===== config.mk =====
export PLATFORM = sky130hd
export DESIGN_NAME = mips_multicycle_control
export DESIGN_NICKNAME = d
export VERILOG_FILES = /design/src/rtl/mips_multicycle_control.sv
export SDC_FILE = /design/constraint.sdc
export NUM_CORES = 1
export LEC_CHECK = 0
export ABC_CLOCK_PERIOD_IN_PS = 1430
export BUFFER_PORTS_ARGS = -buffer_cell sky130_fd_sc_hd__buf_2
export CAP_MARGIN = 20
export CORE_MARGIN = 3
export CORE_UTILIZATION = 44
export DETAILED_ROUTE_END_ITERATION = 6
export PLACE_DENSITY_LB_ADDON = 0.15
export SYNTH_ARGS = -nofsm -noshare
export SYNTH_HDL_FRONTEND = slang
export SYNTH_SLANG_ARGS = --single-unit
export TNS_END_PERCENT = 100

===== constraint.sdc =====
create_clock -name clk -period 1.43 [get_ports clk]
set_input_delay 0.286 -clock clk [delete_from_list [all_inputs] [get_ports clk]]
set_output_delay 0.286 -clock clk [all_outputs]
set_load 0.05 [all_outputs]

===== src/rtl/mips_multicycle_control.sv =====
// mips_multicycle_control: Moore sequencer for a shared-ALU, single-memory-port
// multicycle MIPS datapath. Decodes state into ALU/mux selects and write strobes,
// stalls on the memory handshake and counts retired instructions.
// Build option: define MIPS_JUMP_EN to add the JUMP state (opcode 000010);
// otherwise 000010 decodes as illegal and state code 11 is unused.
module mips_multicycle_control #(
   parameter int unsigned CNT_W = 16
) (
   input  logic             clk,
   input  logic             reset_n,
   input  logic [5:0]       opcode,
   input  logic             mem_ready,
   output logic [1:0]       alu_op,
   output logic             alu_src_a,
   output logic [1:0]       alu_src_b,
   output logic [1:0]       pc_source,
   output logic             pc_write,
   output logic             pc_write_cond,
   output logic             ir_write,
   output logic             reg_write,
   output logic             mem_write,
   output logic             mem_read,
   output logic             iord,
   output logic             reg_dst,
   output logic             mem_to_reg,
   output logic             illegal_op,
   output logic [CNT_W-1:0] retired,
   output logic [3:0]       state
);

   localparam logic [5:0] OP_RTYPE = 6'b000000;
   localparam logic [5:0] OP_LW    = 6'b100011;
   localparam logic [5:0] OP_SW    = 6'b101011;
   localparam logic [5:0] OP_BEQ   = 6'b000100;
   localparam logic [5:0] OP_ADDI  = 6'b001000;
`ifdef MIPS_JUMP_EN
   localparam logic [5:0] OP_J     = 6'b000010;
`endif

   typedef enum logic [3:0] {
      ST_FETCH    = 4'd0,
      ST_DECODE   = 4'd1,
      ST_MEMADR   = 4'd2,
      ST_MEMRD    = 4'd3,
      ST_MEMWB    = 4'd4,
      ST_MEMWR    = 4'd5,
      ST_RTYPE_EX = 4'd6,
      ST_RTYPE_WB = 4'd7,
      ST_BEQ_EX   = 4'd8,
      ST_ADDI_EX  = 4'd9,
`ifdef MIPS_JUMP_EN
      ST_ADDI_WB  = 4'd10,
      ST_JUMP     = 4'd11
`else
      ST_ADDI_WB  = 4'd10
`endif
   } state_t;

   state_t           r_state;
   state_t           w_next;
   logic             w_illegal;
   logic             w_retire;
   logic [CNT_W-1:0] r_retired;

   // State register; reset parks the sequencer in FETCH
   always_ff @(posedge clk or negedge reset_n) begin
      if (!reset_n) r_state <= ST_FETCH;
      else          r_state <= w_next;
   end

   // Next-state, illegal-opcode flag and retire strobe
   always_comb begin
      w_next    = ST_FETCH;
      w_illegal = 1'b0;
      w_retire  = 1'b0;
      case (r_state)
         ST_FETCH:    w_next = mem_ready ? ST_DECODE : ST_FETCH;
         ST_DECODE: begin
            case (opcode)
               OP_LW, OP_SW: w_next = ST_MEMADR;
               OP_RTYPE:     w_next = ST_RTYPE_EX;
               OP_BEQ:       w_next = ST_BEQ_EX;
               OP_ADDI:      w_next = ST_ADDI_EX;
`ifdef MIPS_JUMP_EN
               OP_J:         w_next = ST_JUMP;
`endif
               default: begin
                  w_next    = ST_FETCH;
                  w_illegal = 1'b1;
               end
            endcase
         end
         // lw/sw is re-decoded here; anything other than sw takes the load path
         ST_MEMADR:   w_next = (opcode == OP_SW) ? ST_MEMWR : ST_MEMRD;
         ST_MEMRD:    w_next = mem_ready ? ST_MEMWB : ST_MEMRD;
         ST_MEMWB: begin
            w_next   = ST_FETCH;
            w_retire = 1'b1;
         end
         ST_MEMWR: begin
            w_next   = mem_ready ? ST_FETCH : ST_MEMWR;
            w_retire = mem_ready;
         end
         ST_RTYPE_EX: w_next = ST_RTYPE_WB;
         ST_RTYPE_WB: begin
            w_next   = ST_FETCH;
            w_retire = 1'b1;
         end
         ST_BEQ_EX: begin
            w_next   = ST_FETCH;
            w_retire = 1'b1;
         end
         ST_ADDI_EX:  w_next = ST_ADDI_WB;
         ST_ADDI_WB: begin
            w_next   = ST_FETCH;
            w_retire = 1'b1;
         end
`ifdef MIPS_JUMP_EN
         ST_JUMP: begin
            w_next   = ST_FETCH;
            w_retire = 1'b1;
         end
`endif
         default:     w_next = ST_FETCH;
      endcase
   end

   // Retired-instruction counter; wraps silently
   always_ff @(posedge clk or negedge reset_n) begin
      if (!reset_n)      r_retired <= '0;
      else if (w_retire) r_retired <= r_retired + CNT_W'(1);
   end

   // Control decode of the current state; everything held low while in reset
   always_comb begin
      alu_op        = 2'b00;
      alu_src_a     = 1'b0;
      alu_src_b     = 2'b00;
      pc_source     = 2'b00;
      pc_write      = 1'b0;
      pc_write_cond = 1'b0;
      ir_write      = 1'b0;
      reg_write     = 1'b0;
      mem_write     = 1'b0;
      mem_read      = 1'b0;
      iord          = 1'b0;
      reg_dst       = 1'b0;
      mem_to_reg    = 1'b0;
      illegal_op    = 1'b0;
      case (r_state)
         ST_FETCH: begin
            mem_read  = 1'b1;
            alu_src_b = 2'b01;
            ir_write  = mem_ready;
            pc_write  = mem_ready;
         end
         ST_DECODE: begin
            alu_src_b  = 2'b11;
            illegal_op = w_illegal;
         end
         ST_MEMADR, ST_ADDI_EX: begin
            alu_src_a = 1'b1;
            alu_src_b = 2'b10;
         end
         ST_MEMRD: begin
            mem_read = 1'b1;
            iord     = 1'b1;
         end
         ST_MEMWR: begin
            mem_write = 1'b1;
            iord      = 1'b1;
         end
         ST_MEMWB: begin
            reg_write  = 1'b1;
            mem_to_reg = 1'b1;
         end
         ST_RTYPE_EX: begin
            alu_src_a = 1'b1;
            alu_op    = 2'b10;
         end
         ST_RTYPE_WB: begin
            reg_write = 1'b1;
            reg_dst   = 1'b1;
         end
         ST_BEQ_EX: begin
            alu_src_a     = 1'b1;
            alu_op        = 2'b01;
            pc_write_cond = 1'b1;
            pc_source     = 2'b01;
         end
         ST_ADDI_WB:  reg_write = 1'b1;
`ifdef MIPS_JUMP_EN
         ST_JUMP: begin
            pc_write  = 1'b1;
            pc_source = 2'b10;
         end
`endif
         default: ;
      endcase
      if (!reset_n) begin
         alu_op        = 2'b00;
         alu_src_a     = 1'b0;
         alu_src_b     = 2'b00;
         pc_source     = 2'b00;
         pc_write      = 1'b0;
         pc_write_cond = 1'b0;
         ir_write      = 1'b0;
         reg_write     = 1'b0;
         mem_write     = 1'b0;
         mem_read      = 1'b0;
         iord          = 1'b0;
         reg_dst       = 1'b0;
         mem_to_reg    = 1'b0;
         illegal_op    = 1'b0;
      end
   end

   assign retired = r_retired;
   assign state   = r_state;

endmodule


Word level (Yosys, flattened, before mapping)
Cells that the tools add are included.
{ "word_totals": {"input_bits": 9, "register_bits": 20, "word_cells": 61, "out_inout_bits": 37} }
{ "classes": {"n_reduce_logical": 10, "muxes": 34, "n_addsub": 1, "n_eq_ne": 14} }
{ "op_table": {"columns": ["op", "count"], "rows": [
  ["$pmux W4 S7", 1],
  ["$mux W1", 23],
  ["$add A16 B1 Y16 const B", 1],
  ["$eq A4 B3 Y1 const B", 4],
  ["$pmux W4 S4", 1],
  ["$eq A4 B4 Y1 const B", 3],
  ["$eq A6 B6 Y1 const B", 2],
  ["$mux W3", 3],
  ["$eq A4 B2 Y1 const B", 2],
  ["$reduce_or A2 Y1", 4],
  ["$reduce_or A4 Y1", 2],
  ["$eq A6 B3 Y1 const B", 1],
  ["$eq A6 B4 Y1 const B", 1],
  ["$logic_not A6 Y1", 1],
  ["$mux W2", 3],
  ["$pmux W2 S3", 1],
  ["$reduce_or A5 Y1", 1],
  ["$eq A4 B1 Y1 const B", 1],
  ["$logic_not A4 Y1", 1],
  ["$pmux W2 S2", 1],
  ["$reduce_or A3 Y1", 1],
  ["$pmux W1 S2", 1]
]} }

Logic depth before layout (Yosys ltp)
{ "depth": {"ltp_word": 5, "depth_mapped": 6, "mapped_depth_nobuf": 4} }

Least setup slack after synthesis
OpenSTA, ideal clock, no wires.
{ "synth_path": {"path_kind": "register to output", "startpoint": "reg r_state[0], in the netlist state[0]", "endpoint": "out illegal_op", "t_arrival_ps": 3571, "path_buffers": 1, "slack_ps": -2427, "path_stages_with_launch": 4, "required_time_ps": 1144, "cell_sequence": "dfrtp_1 > clkbuf_1 > nand2_1 > a2111oi_0"} }
{ "synth_via": {"elab_chain_cells": 3} }
{ "synth_rtl": {"columns": ["element", "line", "text"], "rows": [
  ["start, declared", "59", "state_t r_state;"],
  ["start signal, assigned", "68", "else r_state <= w_next;"],
  ["$eq A4 B1 Y1", "76, 150", null],
  ["$mux W1", "150", "case (r_state)"],
  ["$mux W1", "200", "if (!reset_n) begin"],
  ["end, declared", "26", "output logic illegal_op,"]
]} }
No other way between the ends.

Worst setup path in the final report
{ "layout_path": {"startpoint": "reg r_state[2], in the netlist state[2]", "endpoint": "out pc_write"} }
{ "layout_via": {"elab_chain_cells": 3} }
{ "layout_rtl": {"columns": ["element", "line", "text"], "rows": [
  ["$logic_not A4 Y1", "150", null],
  ["$mux W1", "150", null],
  ["$mux W1", "200", null],
  ["end, declared", "17", "output logic pc_write,"]
]} }
No other way between the ends.

==> impl_metrics.tcl <==
set metrics [dict create \
    run_status "finished with violations" \
    failed_checks "setup timing" \
    floorplan.die.width_um 59.33 \
    worst_r2r_endpoint "retired[7]" \
    area_growth_syn_to_layout_pct 94.40 \
    internal_power_w 0.002064 \
    grt_first_pass_wirelength_um 6879 \
    crit_path_cell_trace "buf_6 -> nor2_4 -> nand2_4 -> buf_6 -> nor2_4 -> buf_8" \
    pwr_density_cell_nw_per_um2 1729 \
    cp_slowest_cell "sky130_fd_sc_hd__dfrtp_2" \
    syn_nets 151 \
    max_cap_violations 0 \
    cts_buffers 3 \
    async_reset_ff_frac 1.000 \
    placement_rows 18 \
    detail_route.vias_per_cell 6.484 \
    synth_edf_count 0 \
    power_switching_share 0.5091 \
    totalPowerFinal_w 0.004205 \
    synth.cells.most_frequent "20 x sky130_fd_sc_hd__dfrtp_1, 16 x sky130_fd_sc_hd__xnor2_1, 13 x sky130_fd_sc_hd__nor2_1" \
    crit_path_start_kind "flop" \
    cts_tree "built" \
    routed_wl_um 6524 \
    cts_root_buffer "sky130_fd_sc_hd__clkbuf_4" \
    combinationalPowerShare 0.734 \
    postSynthRegisterBits 20 \
    finClkSkew_ns 0.005921 \
    power.leakage_nw 1.070 \
    clock_sink_count 20 \
    timing.critical_path.arrival_ns 1.62 \
    grt_overflow 0 \
    die-area_um2 3519 \
    port-buffer-count 44 \
    critical_path.max_fanout 4 \
    drt_iter0_drc 124 \
    grt_setup_unrepaired "yes" \
    endpoint_kind "primary output" \
    dp_worst_setup_slack_ns -0.3709 \
    ys.flop_type "sky130_fd_sc_hd__dfrtp_1" \
    ant_nets 0 \
    post-route-min-period_ns 1.908 \
    drtPass1Iterations 6 \
    clock_power_share 0.070 \
    synth_most_common_cell "sky130_fd_sc_hd__dfrtp_1" \
    timing.max_slew.rel_slack 0.6630 \
    largest_net_degree_at_the_start_of_global_routing 14 \
    insertedDiodeCount 0 \
    seq_area_frac_synth 0.4000 \
    fin_ws_ns -0.4781 \
    finalHoldViolCount 0 \
    clk_latency_ns 0.31 \
    rr_startpoint "state[3]" \
    critPathKind "flop to primary output" \
    worst_setup_hold_path_clk_slew_ns 0.12 \
    drive_above_1_share 0.7080 \
    synth_top_area_frac 0.4000 \
    post-route-util 0.9391 \
    nNetsFinal 237 \
    vdd_ir_drop_max_mv 1.785 \
    netSwitchingPower_w 0.002141 \
    place_congestion 0.8844 \
    synth.yosys.warnings 0 \
    pwr-share-seq 0.196 \
    initial_core_util 0.4831 \
    htree_num_levels 1 \
    synth.largest_area_cell "sky130_fd_sc_hd__dfrtp_1" \
    holdBufCountCts 0 \
    max_slew.worst_pin.slew_ns 0.5013 \
    drcViolationCount 0 \
    antenna_violations_before_repair 0 \
    synth.top_cells.by_area "sky130_fd_sc_hd__dfrtp_1 40%, sky130_fd_sc_hd__xnor2_1 11%, sky130_fd_sc_hd__nand3_1 4.4%" \
    worstHoldPathType "input port to async pin" \
    report.final.slew_viol_count 0 \
    yosys.cell_types.count 39 \
    syn-cell-area_um2 1251 \
    post-dp-hpwl_um 2678 \
    grt_util_all_layers 0.2601 \
    wl_per_cell_um 25.48 \
    placeableCoreArea_um2 2590 \
    finalSetupViolations 38 \
    routed-via-count 1660 \
    syn_inst 141 \
    critical_path_required_ns 1.14 \
    critical_path.max_stage_delay_ns 0.46 \
    rrSetupSlack_ns -0.31 \
    ff2ff_path_depth 5 \
    layout_worst_path_cycle_share 1.334 \
    number_of_i_o_pins 46 \
    mean_syn_cell_area_um2 8.874 \
    grt_pass1_vias 1478 \
    achievable-frequency_mhz 524.1 \
    clock_tree.buffer_depth 2 \
    die_height_um 59.33 \
]
[cell families (layout without fill, tap and decap cells)]
kind of cell | Yosys count | after routing | synth area share
adder cells (fa/ha/maj) | 1 | 1 | 0.009998
multiplexers | 1 | 1 | 0.008999
AND/OR/NAND/NOR | 73 | 73 | 0.3200
buffers and inverters | 14 | 98 | 0.05699
XOR/XNOR | 17 | 17 | 0.1190
flip-flops | 20 | 20 | 0.4000
AO/OA/AOI/OAI | 14 | 15 | 0.08201
other | 1 | 1 | 0.002997
[worst max-delay path, delay by kind of cell, from the launching register on]
| family | cells | cell delay [ns] |
|---|---|---|
| buf+inv | 3 | 0.47 |
| simple gates | 3 | 0.38 |
| flops | 1 | 0.46 |
[registers in the layout (all words and copies together), names as in the netlist]
name	count
state	4
retired	16
[power by group through the flow]
stage / clock network (W) / registers, W / logic [W]
floorplan: 0 / 0.00109 / 0.00114
global placement: 0 / 0.000776 / 0.00200
detailed placement: 0 / 0.000785 / 0.00204
CTS: 0.000284 / 0.000779 / 0.00248
global route: 0.000314 / 0.000830 / 0.00320
finish: 0.000296 / 0.000825 / 0.00308
[through the flow]
step | area (um^2) | TNS (ns) | hold WS, ns | cells
6_report | 2432 | -9.849 | 0.1936 | 256
3_5_place_dp | 1891 | -2.830 | 0.4454 | 241
2_1_floorplan | 1455 | -7.283 | -0.009591 | 141
3_3_place_gp | 1891 | -1.961 | 0.4383 | 241
5_1_grt | 2432 | -11.45 | 0.1982 | 256
4_1_cts | 2200 | -6.263 | 0.1169 | 251
[area by class of cell]
| class | count | area, um^2 |
|---|---|---|
| clock buffer | 4 | 26.28 |
| sequential | 20 | 519.2 |
| tap | 30 | 37.54 |
| timing repair buffer | 90 | 762.0 |
| inverter | 4 | 15.01 |
| multi-input combinational | 108 | 1072 |
| fill | 74 | 157.7 |
[worst max-delay path by stage]
stage | cells after the start | start | slack (ns) | end
CTS | 5 | state[3] | -0.41 | reg_write
floorplan | 3 | state[0] | -0.44 | illegal_op
detailed placement | 6 | opcode[0] | -0.37 | illegal_op
finish | 6 | state[2] | -0.48 | pc_write
global placement | 6 | opcode[0] | -0.28 | illegal_op
global route | 5 | state[3] | -0.51 | mem_to_reg
[placed cells by master, fill, tap and decap left out, types with 2 or more instances in the layout]
cell	n
sky130_fd_sc_hd__nor3_4	3
sky130_fd_sc_hd__and3_1	5
sky130_fd_sc_hd__inv_1	4
sky130_fd_sc_hd__a21o_1	2
sky130_fd_sc_hd__buf_4	35
sky130_fd_sc_hd__buf_8	8
sky130_fd_sc_hd__nand3_4	4
sky130_fd_sc_hd__buf_6	23
sky130_fd_sc_hd__nor2_4	6
sky130_fd_sc_hd__nand2_1	4
sky130_fd_sc_hd__nor2_1	4
sky130_fd_sc_hd__nor2b_4	3
sky130_fd_sc_hd__buf_2	24
sky130_fd_sc_hd__a31o_4	2
sky130_fd_sc_hd__clkbuf_4	3
sky130_fd_sc_hd__nand3_2	4
sky130_fd_sc_hd__nand2_4	2
sky130_fd_sc_hd__nor3b_2	2
sky130_fd_sc_hd__nand2b_4	2
sky130_fd_sc_hd__nand3_1	3
sky130_fd_sc_hd__nand4_1	8
sky130_fd_sc_hd__nor3_1	5
sky130_fd_sc_hd__nor2_2	3
sky130_fd_sc_hd__xnor2_1	12
sky130_fd_sc_hd__nand3b_1	2
sky130_fd_sc_hd__dfrtp_1	5
sky130_fd_sc_hd__xnor2_2	4
sky130_fd_sc_hd__dfrtp_2	15
[routing by layer]
metal	vias to the layer above	wire, um	GRT usage
met1	781	2201	0.3048
met2	152	3151	0.4649
li1	672	-	-
met3	55	646	0.05664
met5	-	0	0
met4	0	525	0.08414
[repair_timing]
item | in CTS | in global routing
gates resized for setup | 61 | 46
endpoints found under the hold margin | 0 | 0
pin swaps | 24 | 16
setup endpoints to repair | 37 | 39
buffers inserted | 6 | 8
cloned | 1 | 0
Power figures use the tool's default switching activity.
